**src/rtl/uart_cmd_parser_if.sv**
```systemverilog
// ============================================================================
// uart_cmd_parser_if : RX byte stream in, TX reply handshake and LED state out
// Rev 1.0
// ============================================================================
`default_nettype none

interface uart_cmd_parser_if;
    logic       rx_valid;
    logic [7:0] rx_byte;
    logic       rx_perr;
    logic       tx_busy;
    logic       tx_start;
    logic [7:0] tx_byte;
    logic [3:0] led_cmd;
    logic       frame_err;
    logic [7:0] drop_cnt;

    modport master (
        output rx_valid, rx_byte, rx_perr, tx_busy,
        input  tx_start, tx_byte, led_cmd, frame_err, drop_cnt
    );

    modport slave (
        input  rx_valid, rx_byte, rx_perr, tx_busy,
        output tx_start, tx_byte, led_cmd, frame_err, drop_cnt
    );
endinterface

`default_nettype wire

```
**src/rtl/uart_cmd_parser.sv**
```systemverilog
// ============================================================================
// uart_cmd_parser : parses 'L'<hex>CR / 'R'CR frames, drives LED register,
//                   and issues a one-byte ASCII reply per frame.  Rev 1.0
// ============================================================================
`default_nettype none

module uart_cmd_parser #(
    parameter int unsigned TIMEOUT_CYCLES = 16_000_000,
    parameter int unsigned CNT_W          = 24
) (
    input  wire logic        clk,
    input  wire logic        rst,
    uart_cmd_parser_if.slave bus
);

    typedef enum logic [2:0] {
        S_IDLE      = 3'd0,
        S_GOT_L     = 3'd1,
        S_GOT_DIG   = 3'd2,
        S_GOT_R     = 3'd3,
        S_RESP      = 3'd4,
        S_RESP_WAIT = 3'd5
    } state_t;

    localparam logic [7:0]       C_CHR_L = 8'h4C;
    localparam logic [7:0]       C_CHR_R = 8'h52;
    localparam logic [7:0]       C_CHR_K = 8'h4B;
    localparam logic [7:0]       C_CHR_E = 8'h45;
    localparam logic [7:0]       C_CR    = 8'h0D;
    localparam logic [7:0]       C_LF    = 8'h0A;
    localparam logic [CNT_W-1:0] C_TMAX  = CNT_W'(TIMEOUT_CYCLES - 1);

    state_t             r_state;
    state_t             w_next_state;
    logic [3:0]         r_nibble;
    logic [3:0]         r_led;
    logic [7:0]         r_tx_byte;
    logic               r_frame_err;
    logic [7:0]         r_drop_cnt;
    logic [CNT_W-1:0]   r_timer;
    logic               r_wait_first;

    logic               w_is_digit;
    logic               w_is_alpha;
    logic               w_is_hex;
    logic [3:0]         w_hex_val;
    logic [7:0]         w_led_ascii;
    logic               w_timeout;
    logic               w_in_got;
    logic               w_next_in_got;
    logic               w_err;
    logic               w_ok;
    logic [7:0]         w_ok_byte;
    logic               w_reply_load;
    logic [7:0]         w_reply_byte;
    logic               w_nib_load;
    logic               w_led_load;
    logic               w_tx_start;
    logic               w_drop;

    // Letters 'A'-'F' and 'a'-'f' share the low nibble 1..6, so +9 gives 10..15.
    assign w_is_digit  = (bus.rx_byte >= 8'h30) && (bus.rx_byte <= 8'h39);
    assign w_is_alpha  = ((bus.rx_byte >= 8'h41) && (bus.rx_byte <= 8'h46)) ||
                         ((bus.rx_byte >= 8'h61) && (bus.rx_byte <= 8'h66));
    assign w_is_hex    = w_is_digit || w_is_alpha;
    assign w_hex_val   = w_is_digit ? bus.rx_byte[3:0] : (bus.rx_byte[3:0] + 4'd9);
    assign w_led_ascii = (r_led < 4'd10) ? {4'h3, r_led} : (8'h37 + {4'h0, r_led});
    assign w_timeout   = (r_timer == C_TMAX);
    assign w_in_got    = (r_state == S_GOT_L) || (r_state == S_GOT_DIG) || (r_state == S_GOT_R);
    assign w_next_in_got = (w_next_state == S_GOT_L) || (w_next_state == S_GOT_DIG) ||
                           (w_next_state == S_GOT_R);

    always_comb begin
        w_next_state = r_state;
        w_err        = 1'b0;
        w_ok         = 1'b0;
        w_ok_byte    = C_CHR_K;
        w_nib_load   = 1'b0;
        w_led_load   = 1'b0;
        w_tx_start   = 1'b0;
        w_drop       = 1'b0;
        w_reply_load = 1'b0;
        w_reply_byte = r_tx_byte;

        unique case (r_state)
            S_IDLE: begin
                if (bus.rx_valid) begin
                    if (bus.rx_perr)                 w_err = 1'b1;
                    else if (bus.rx_byte == C_CHR_L) w_next_state = S_GOT_L;
                    else if (bus.rx_byte == C_CHR_R) w_next_state = S_GOT_R;
                    else if ((bus.rx_byte != C_CR) && (bus.rx_byte != C_LF)) w_err = 1'b1;
                end
            end
            S_GOT_L: begin
                if (bus.rx_valid) begin
                    if (!bus.rx_perr && w_is_hex) begin
                        w_nib_load   = 1'b1;
                        w_next_state = S_GOT_DIG;
                    end else begin
                        w_err = 1'b1;
                    end
                end else if (w_timeout) begin
                    w_err = 1'b1;
                end
            end
            S_GOT_DIG: begin
                if (bus.rx_valid) begin
                    if (!bus.rx_perr && (bus.rx_byte == C_CR)) begin
                        w_led_load = 1'b1;
                        w_ok       = 1'b1;
                    end else begin
                        w_err = 1'b1;
                    end
                end else if (w_timeout) begin
                    w_err = 1'b1;
                end
            end
            S_GOT_R: begin
                if (bus.rx_valid) begin
                    if (!bus.rx_perr && (bus.rx_byte == C_CR)) begin
                        w_ok      = 1'b1;
                        w_ok_byte = w_led_ascii;
                    end else begin
                        w_err = 1'b1;
                    end
                end else if (w_timeout) begin
                    w_err = 1'b1;
                end
            end
            S_RESP: begin
                w_drop = bus.rx_valid;
                if (!bus.tx_busy) begin
                    w_tx_start   = 1'b1;
                    w_next_state = S_RESP_WAIT;
                end
            end
            S_RESP_WAIT: begin
                w_drop = bus.rx_valid;
                // TX raises busy only a cycle after tx_start, so its first cycle here is blind.
                if (!r_wait_first && !bus.tx_busy) w_next_state = S_IDLE;
            end
            default: w_next_state = S_IDLE;
        endcase

        if (w_err) begin
            w_reply_load = 1'b1;
            w_reply_byte = C_CHR_E;
            w_next_state = S_RESP;
        end else if (w_ok) begin
            w_reply_load = 1'b1;
            w_reply_byte = w_ok_byte;
            w_next_state = S_RESP;
        end
    end

    always_ff @(posedge clk) begin
        if (!rst) begin
            r_state      <= S_IDLE;
            r_nibble     <= 4'h0;
            r_led        <= 4'h0;
            r_tx_byte    <= 8'h00;
            r_frame_err  <= 1'b0;
            r_drop_cnt   <= 8'h00;
            r_timer      <= '0;
            r_wait_first <= 1'b0;
        end else begin
            r_state      <= w_next_state;
            r_frame_err  <= w_err;
            r_wait_first <= (r_state == S_RESP) && (w_next_state == S_RESP_WAIT);
            if (w_reply_load) r_tx_byte <= w_reply_byte;
            if (w_nib_load)   r_nibble  <= w_hex_val;
            if (w_led_load)   r_led     <= r_nibble;
            if (w_drop && (r_drop_cnt != 8'hFF)) r_drop_cnt <= r_drop_cnt + 8'd1;
            if (w_in_got && w_next_in_got && !bus.rx_valid) r_timer <= r_timer + 1'b1;
            else                                            r_timer <= '0;
        end
    end

    assign bus.tx_start  = w_tx_start;
    assign bus.tx_byte   = r_tx_byte;
    assign bus.led_cmd   = r_led;
    assign bus.frame_err = r_frame_err;
    assign bus.drop_cnt  = r_drop_cnt;

endmodule

`default_nettype wire

```
**src/flat_wrapper.sv**
```systemverilog
// flat-port wrapper written by rule: the top's interface ports become plain ports
module uart_cmd_parser_flat 
#(
    parameter int unsigned TIMEOUT_CYCLES = 16_000_000,
    parameter int unsigned CNT_W          = 24
)
  (clk, rst, bus_rx_valid, bus_rx_byte, bus_rx_perr, bus_tx_busy, bus_tx_start, bus_tx_byte, bus_led_cmd, bus_frame_err, bus_drop_cnt);
  uart_cmd_parser_if bus_i ();
  input  wire logic clk;
  input  wire logic rst;
  input wire logic [$bits(bus_i.rx_valid)-1:0] bus_rx_valid;
  input wire logic [$bits(bus_i.rx_byte)-1:0] bus_rx_byte;
  input wire logic [$bits(bus_i.rx_perr)-1:0] bus_rx_perr;
  input wire logic [$bits(bus_i.tx_busy)-1:0] bus_tx_busy;
  output wire logic [$bits(bus_i.tx_start)-1:0] bus_tx_start;
  output wire logic [$bits(bus_i.tx_byte)-1:0] bus_tx_byte;
  output wire logic [$bits(bus_i.led_cmd)-1:0] bus_led_cmd;
  output wire logic [$bits(bus_i.frame_err)-1:0] bus_frame_err;
  output wire logic [$bits(bus_i.drop_cnt)-1:0] bus_drop_cnt;
  assign bus_i.rx_valid = bus_rx_valid;
  assign bus_i.rx_byte = bus_rx_byte;
  assign bus_i.rx_perr = bus_rx_perr;
  assign bus_i.tx_busy = bus_tx_busy;
  assign bus_tx_start = bus_i.tx_start;
  assign bus_tx_byte = bus_i.tx_byte;
  assign bus_led_cmd = bus_i.led_cmd;
  assign bus_frame_err = bus_i.frame_err;
  assign bus_drop_cnt = bus_i.drop_cnt;
  uart_cmd_parser #(.TIMEOUT_CYCLES(TIMEOUT_CYCLES), .CNT_W(CNT_W)) u_core (.clk(clk), .rst(rst), .bus(bus_i));
endmodule
```
**config.mk**
```make
export PLATFORM = sky130hd
export DESIGN_NAME = uart_cmd_parser_flat
export DESIGN_NICKNAME = d
export VERILOG_FILES = /design/src/rtl/uart_cmd_parser_if.sv /design/src/rtl/uart_cmd_parser.sv /design/src/flat_wrapper.sv
export SDC_FILE = /design/constraint.sdc
export NUM_CORES = 1
export LEC_CHECK = 0
export CORE_MARGIN = 2
export CORE_UTILIZATION = 25
export DETAILED_ROUTE_END_ITERATION = 16
export PLACE_DENSITY_LB_ADDON = 0.3
export SYNTH_ARGS = -nofsm -noshare
export SYNTH_HDL_FRONTEND = slang
export SYNTH_SLANG_ARGS = --single-unit
```
**constraint.sdc**
```tcl
create_clock -name clk -period 4.5 [get_ports clk]
set_input_delay 0.9 -clock clk [delete_from_list [all_inputs] [get_ports clk]]
set_output_delay 0.9 -clock clk [all_outputs]
set_load 0.05 [all_outputs]
```
## Word-level counts from Yosys, hierarchy flattened

Index checks and enable logic that the tools add are counted.

- Word-level logic and storage cells: 103
- Register bits: 53
- Input bits: 13

- Add/sub/neg operators: 4
- Reductions and logical operators: 27
- Eq/ne operators: 16
- Muxes and demuxes: 41
- Order comparisons: 7

Operators with widths:

| kind | count |
|---|---|
| 8-bit 2-to-1 mux | 6 |
| 3-bit 2-to-1 mux | 10 |
| 24-bit by 1-bit adder with 24-bit output (second input constant) | 1 |
| 24-bit equality test (second input constant) | 1 |
| 1-bit 2-to-1 mux | 22 |
| 8-bit by 7-bit equality test with 1-bit output (second input constant) | 2 |
| 8-bit by 7-bit greater-or-equal comparator with 1-bit output (second input constant) | 2 |
| 8-bit by 7-bit less-or-equal comparator with 1-bit output (second input constant) | 2 |
| 8-bit by 4-bit != test with 1-bit output (second input constant) | 2 |
| 3-bit case mux with 5 select lines | 1 |
| 3-bit by 2-bit equality test with 1-bit output (second input constant) | 4 |
| 1-bit logical AND | 11 |
| 3-bit equality test (second input constant) | 3 |
| 8-bit by 1-bit adder with 8-bit output (second input constant) | 1 |
| 8-bit by 4-bit equality test with 1-bit output (second input constant) | 1 |
| 8-bit by 6-bit greater-or-equal comparator with 1-bit output (second input constant) | 1 |
| 8-bit by 6-bit less-or-equal comparator with 1-bit output (second input constant) | 1 |
| 8-bit != test (second input constant) | 1 |
| 6-bit by 4-bit adder with 7-bit output (first input constant) | 1 |
| 3-bit by 1-bit equality test with 1-bit output (second input constant) | 2 |
| 1-bit logical OR | 6 |
| 4-bit adder (second input constant) | 1 |
| 1-bit zero test | 4 |
| 4-bit < comparator (second input constant) | 1 |
| 6 further kinds | 8 |

## Longest topological paths before layout

Gate-level depths: netlist of the first run.

- Word-level depth: 16
- Depth in mapped cells: 8
- Depth with buffers taken out: 7

## Least setup slack after synthesis of the first run

OpenSTA, ideal clock, no wires.

- Kind: input -> output
- From: input port bus_tx_busy
- To: output port bus_tx_start
- Setup slack: 1.509 ns
- Arrival time: 2.091 ns
- Stages: 1
- Cells stage by stage: nor3b_1

- Cells in the longest elaborated chain, start to end: 2

Ends and longest elaborated chain:

| element | line | RTL |
|---|---|---|
| from (decl) | flat_wrapper.sv:14 | `input wire logic [$bits(bus_i.tx_busy)-1:0] bus_tx_busy;` |
| 1-bit 2-to-1 mux | uart_cmd_parser.sv:132 | `if (!bus.tx_busy) begin` |
| 1-bit 2-to-1 mux | uart_cmd_parser.sv:85 | `unique case (r_state)` |
| to (decl) | flat_wrapper.sv:15 | `output wire logic [$bits(bus_i.tx_start)-1:0] bus_tx_start;` |

Every way passes these cells.

## Worst setup path after layout of the first run

Same ends and word-level chain as after synthesis.

==> flow_summary.toml, run 1 <==
[grt]
grt_use_met1_pct = 12.8
met2_usage_pct = 17.1
grt.total_usage_pct = 10.3
gr-total-overflow = 0
grt_pass1_vias = 2088
grtUsageMet3_pct = 2.93
antenna_found_initial = 0
grt_start_max_net_pins = 29
grt.busiest_layer = "met2"
grt_pass1_wl_um = 9690

[setup_path]
start_kind = "input pin"
path_cells = "clkdlybuf4s50_1 > nor3b_1 > clkdlybuf4s50_1"
critPathSlowestCell = "clkdlybuf4s50_1"
critPathMaxStageDelay_ns = 0.84
worst-r2r-cell-count = 5
critPathArrivalTime_ns = 2.42
worstPathRequired_ns = 3.60
critPathKind = "input pin to output pin"
crit_top_cell = "clkdlybuf4s50_1"
cp_max_fo = 3
end_kind = "output pin"

[timing]
clock_skew_ns = 0.00815
fmax_ghz = 0.302
setup_slack_ns = 1.18
grt_setup_unrepaired = "no"
setup_tns_ns = 0
finalHoldViolCount = 0
drv_slew = 0
worst_pin_slew_ns = 0.843
setup_viol = 0
max_slew_margin_pct = 43.6
post-route-period-util_pct = 73.7
fin_crit_ns = 3.32
fin_hold_ws_ns = 0.491

[clock_tree]
clockBufferDepth = 2
ctsResizeCount = 0
clkLatencyLatePin_ns = 0.30
cts_buffers = 5
h-tree-depth = 2
post_cts_buffers = 0
cts_tree = "yes"
cts_root_buf = "clkbuf_8"
clk_pin_slew_worst_paths_ns = 0.09
clock-sinks = 52
ctsHoldBuffers = 0

[routing]
drtAntennaViolNets = 0
via_count = 2136
routed_wl_um = 5830
wl_per_cell_um = 12.2
route.detailed.drc = 0
drtPass1Iterations = 4
via_per_inst = 4.47
drtIter0Drc = 66

[logic_synthesis]
ys_types = 53
synth_top_area_cell = "dfxtp_1"
syn-mean-instance-area_um2 = 8.88
netlist_area_mm2 = 0.00274
ys_seq_area_share_pct = 37.9
ys_seq_elements = 52
synth_most_common_cell = "dfxtp_1"
postSynth.asyncResetShare_pct = 0
synthCells = 309
synth_top_area_share_pct = 37.9
syn-num-nets = 330
synth_edf_count = 0
synth_ff_type = "dfxtp_1"
synth.area.top_cells = "dfxtp_1 38%, xor2_1 7.3%, nor2_1 5.1%, ha_1 3.6%, mux2i_1 3.3%"
synth_common_cells = "52 x dfxtp_1, 37 x nor2_1, 23 x xor2_1"
ys.warnings.count = 0

[flow_run]
drv_cap = 0

[floorplanning]
io_pins = 35
core_area_mm2 = 0.0108
start_util_pct = 25.4
dieArea_mm2 = 0.0118
rows = 38
die_h_um = 109
fp.dieW_um = 109

[hold_path]
hold_depth = 1
min_path_type = "register to register"

[status]
status = "completed"

[pwr]
p_int_mw = 0.674
clkPwrFrac_pct = 34.4
p_sw_mw = 0.222
vdd_drop_max_uv = 104
leakagePower_nw = 1.13
p_comb_share_pct = 12.5
seqPwrFrac_pct = 53.1
powerDensity_mw_per_mm2 = 272
swShare_pct = 24.7

[cells_and_area]
nNetsFinal = 360
area_delta_synth_final_pct = 20.2
postLayoutCellArea_mm2 = 0.00330
insertedDiodeCount = 0
layout-drive-gt1-share_pct = 7.10

[placed_design]
port-buffer-count = 33
dpl_worst_slack_ns = 0.977
placed_cell_area_mm2 = 0.00320
dp.final_hpwl_um = 4250
routabilityCongestion = 0.773
## worst max-delay path: cells and delay by family
kind,cells,cell delay [ns]
buf+inv,2,1.27
simple gates,1,0.24
## stage by stage
stage          power [mW]  std cells  util (%)
6_report            0.896        478      30.5
5_1_grt             0.937        478      30.5
4_1_cts             0.912        478      30.5
3_5_place_dp        0.599        472      29.6
3_3_place_gp        0.597        472      29.6
2_1_floorplan       0.560        309         -
## power by group through the flow
stage	combinational (mW)	clock, mW	sequential (mW)
final	0.112	0.308	0.475
after floorplan	0.0572	0	0.502
after CTS	0.113	0.324	0.476
after global routing	0.121	0.339	0.477
after detailed placement	0.113	0	0.486
after global placement	0.111	0	0.486
## layout make-up
class / instances / area (µm²)
clock inverter: 1 / 30.0
inverter: 9 / 33.8
fill: 1145 / 7500
clock buffer: 5 / 68.8
tap: 140 / 175
timing repair buffer: 35 / 345
sequential: 52 / 1040
multi-input combinational: 236 / 1600
## worst paths after layout
check	from	endpoint	slack, ns
setup / recovery	bus_tx_busy	bus_tx_start	1.18
hold / removal	u_core.r_timer[0]	u_core.r_timer[0]	0.49
setup reg to reg	u_core.r_state[0]	u_core.bus.tx_byte[5]	2.23
hold reg to reg	u_core.r_timer[0]	u_core.r_timer[0]	0.49
## placed cells by master (no fill, tap or decap), types with 2 or more instances in the layout
master	n
dfxtp_1	52
a21o_1	2
clkbuf_8	5
and2_1	8
o21a_1	2
and3_1	4
nor4b_1	3
nor3b_1	2
o21ai_0	12
xor2_1	23
or3b_2	2
a21oi_1	9
ha_1	8
a21boi_0	2
and4_1	2
and4bb_2	2
a211oi_1	2
nor2_1	37
inv_1	9
xnor2_1	9
nor2b_1	11
mux2i_1	9
nand2b_1	3
nor4_1	3
and2b_2	2
nand3_1	15
buf_4	2
nand4_1	11
nor3_1	7
nor4b_2	3
o31a_1	4
nand2_1	20
clkdlybuf4s50_1	33
## kinds of logic after synthesis
logic type	count (synthesis)	synth area share, %
other	1	0.137
AOI/OAI and AO/OA	43	11.5
xor gates and xnor gates	32	10.2
DFF	52	37.9
and+or+nand+nor	143	29.6
adders and majority gates	8	3.65
buffers and inverters	21	3.65
muxes	9	3.28
## flip-flops by register name, summed over array words and instances, names as in the netlist
register and count:
u_core.bus.led_cmd 4, u_core.r_wait_first 1, u_core.r_state 3, u_core.bus.drop_cnt 8, u_core.r_nibble 4, u_core.bus.frame_err 1
u_core.bus.tx_byte 7, u_core.r_timer 24
## metal layers
metal	wire length (µm)	share of wire [%]	vias up
met5	0	0	-
met1	2800	48	971
met2	2690	46	30
met3	269	4.6	8
met4	69	1.2	0
li1	-	-	1127
Power figures use the tool's default switching activity.
==> inputs of run 2 (changes only) <==
==> constraint.sdc (replaced) <==
create_clock -name clk -period 2.7 [get_ports clk]
set_input_delay 0.54 -clock clk [delete_from_list [all_inputs] [get_ports clk]]
set_output_delay 0.54 -clock clk [all_outputs]
set_load 0.05 [all_outputs]
==> run 2 against run 1 <==
Compared with the run above:
- critical path depth is 6 higher
- hold slack got worse by 0.010 ns
- sequential share of layout area down 1.3 points
- cell area increased by 4.1%
- global-route usage rose by 0.30 points
- first-iteration DRC count up 58%
- combinational power is 79% higher
- utilization is 1.3 points higher
- critical endpoint is now u_core.bus.tx_byte[2]
- highest routed layer unchanged
- critical path type is now input pin to register
- clock-buffer cell count did not move
- non-clock buffer count increased by 18
- power grew 62%
==> flow_summary.toml, run 2 (synthesis gave the netlist of run 1 again) <==
[flow_run]
drv_cap = 0

[floorplanning]
rows = 38
io_pins = 35
dieArea_mm2 = 0.0118
core_area_mm2 = 0.0108
start_util_pct = 25.4
fp.dieW_um = 109
die_h_um = 109

[timing]
fin_crit_ns = 2.39
max_slew_margin_pct = 52.8
post-route-period-util_pct = 88.6
grt_setup_unrepaired = "no"
setup_viol = 0
drv_slew = 0
fmax_ghz = 0.418
finalHoldViolCount = 0
worst_pin_slew_ns = 0.706
clock_skew_ns = 0.00954

[placed_design]
dp.final_hpwl_um = 4340
routabilityCongestion = 0.759
port-buffer-count = 33
placed_cell_area_mm2 = 0.00334

[grt]
grt_pass1_vias = 2134
antenna_found_initial = 0
grt_pass1_wl_um = 10000
grt_start_max_net_pins = 25
gr-total-overflow = 0
grt.total_usage_pct = 10.6

[cells_and_area]
layout-drive-gt1-share_pct = 12.6
layout_commonest_cell = "dfxtp_1"
register_area_mm2 = 0.00104
postLayoutCellArea_mm2 = 0.00343
nFillCells = 1145
nNetsFinal = 378
area_delta_synth_final_pct = 25.1
layout_common_cells = "52 x dfxtp_1, 37 x nor2_1, 32 x clkdlybuf4s50_1, 23 x xor2_1"
largest_register_ffs = 24
regMostFlops = "u_core.r_timer"
multi_input_area_mm2 = 0.00160
insertedDiodeCount = 0

[routing]
routed_wl_um = 5800
via_count = 2250
wl_per_cell_um = 11.7
drtAntennaViolNets = 0
via_per_inst = 4.52
drtIter0Drc = 104
drtPass1Iterations = 4
route.detailed.drc = 0

[clock_tree]
clockBufferDepth = 2
ctsResizeCount = 0
cts_root_buf = "clkbuf_8"
clock-sinks = 52
ctsHoldBuffers = 0
cts_buffers = 5
h-tree-depth = 2
cts_tree = "yes"
clk_pin_slew_worst_paths_ns = 0.10
post_cts_buffers = 0
clkLatencyLatePin_ns = 0.31

[setup_path]
start_kind = "input pin"
end_kind = "register"
worstPathRequired_ns = 2.95
worst-r2r-cell-count = 5
critPathKind = "input pin to register"
cp_max_fo = 10
critPathArrivalTime_ns = 2.65

[hold_path]
hold_depth = 1
min_path_type = "register to register"

[pwr]
powerDensity_mw_per_mm2 = 423
leakagePower_nw = 1.22
vdd_drop_max_uv = 238
fin_total_pwr_mw = 1.45

[status]
status = "completed"
## run 2: changes by cell type in the layout (fill, tap and decap cells not counted)
| cell | delta |
|---|---|
| bufinv_16 | -1 |
| clkinv_2 | +1 |
| clkdlybuf4s50_1 | -1 |
| buf_4 | +18 |
| clkinvlp_4 | +1 |
| buf_12 | +1 |
| inv_6 | +1 |
## run 2: final cells by class
class,instances,share of cell area [%]
Multi-Input combinational cell,236,46.7
Sequential cell,52,30.3
Timing Repair Buffer,53,14.3
Tap cell,140,5.10
Clock buffer,5,2.00
Inverter,9,0.984
Clock inverter,3,0.620
## run 2: critical path: stages
cell             delay, ns
clkdlybuf4s50_1       0.48
inv_1                 0.07
ha_1                  0.23
or3b_2                0.49
a41oi_1               0.19
a21boi_2              0.18
o21ba_1               0.14
buf_4                 0.18
o31a_1                0.14
## run 2: per-layer routing
layer  global-route usage [%]  vias to the layer above  routed length, µm
met2                     17.5                       25               2630
met3                     3.05                        4                240
li1                         -                     1172                  -
met1                     13.7                     1049               2880
met4                     2.20                        0                 46
met5                        0                        -                  0
## run 2: worst paths after layout
check / startpoint / to / slack (ns)
setup / recovery: bus_rx_byte[1] / u_core.bus.tx_byte[2] / 0.31
hold reg to reg: u_core.r_timer[0] / u_core.r_timer[0] / 0.48
setup reg to reg: u_core.r_state[0] / u_core.bus.tx_byte[5] / 0.58
hold / removal: u_core.r_timer[0] / u_core.r_timer[0] / 0.48
## run 2: report_power, final
part | internal [mW] | switching, mW | leakage [nW] | total (mW)
logic | 0.0917 | 0.109 | 0.752 | 0.201
clock network | 0.185 | 0.273 | 0.0445 | 0.458
registers | 0.779 | 0.0124 | 0.420 | 0.792
total | 1.06 | 0.395 | 1.22 | 1.45
## run 2: through the flow
step	setup WS [ns]	cells	setup TNS, ns	utilization (%)	hold slack, ns
finish	0.307	498	0	31.8	0.481
global route	0.159	498	0	31.8	0.547
CTS	0.300	498	0	31.8	0.489
detailed placement	-0.0164	490	-0.0955	31.0	0.465
global placement	-0.00345	490	-0.00948	31.0	0.458
floorplan	0.393	309	0	-	0.438
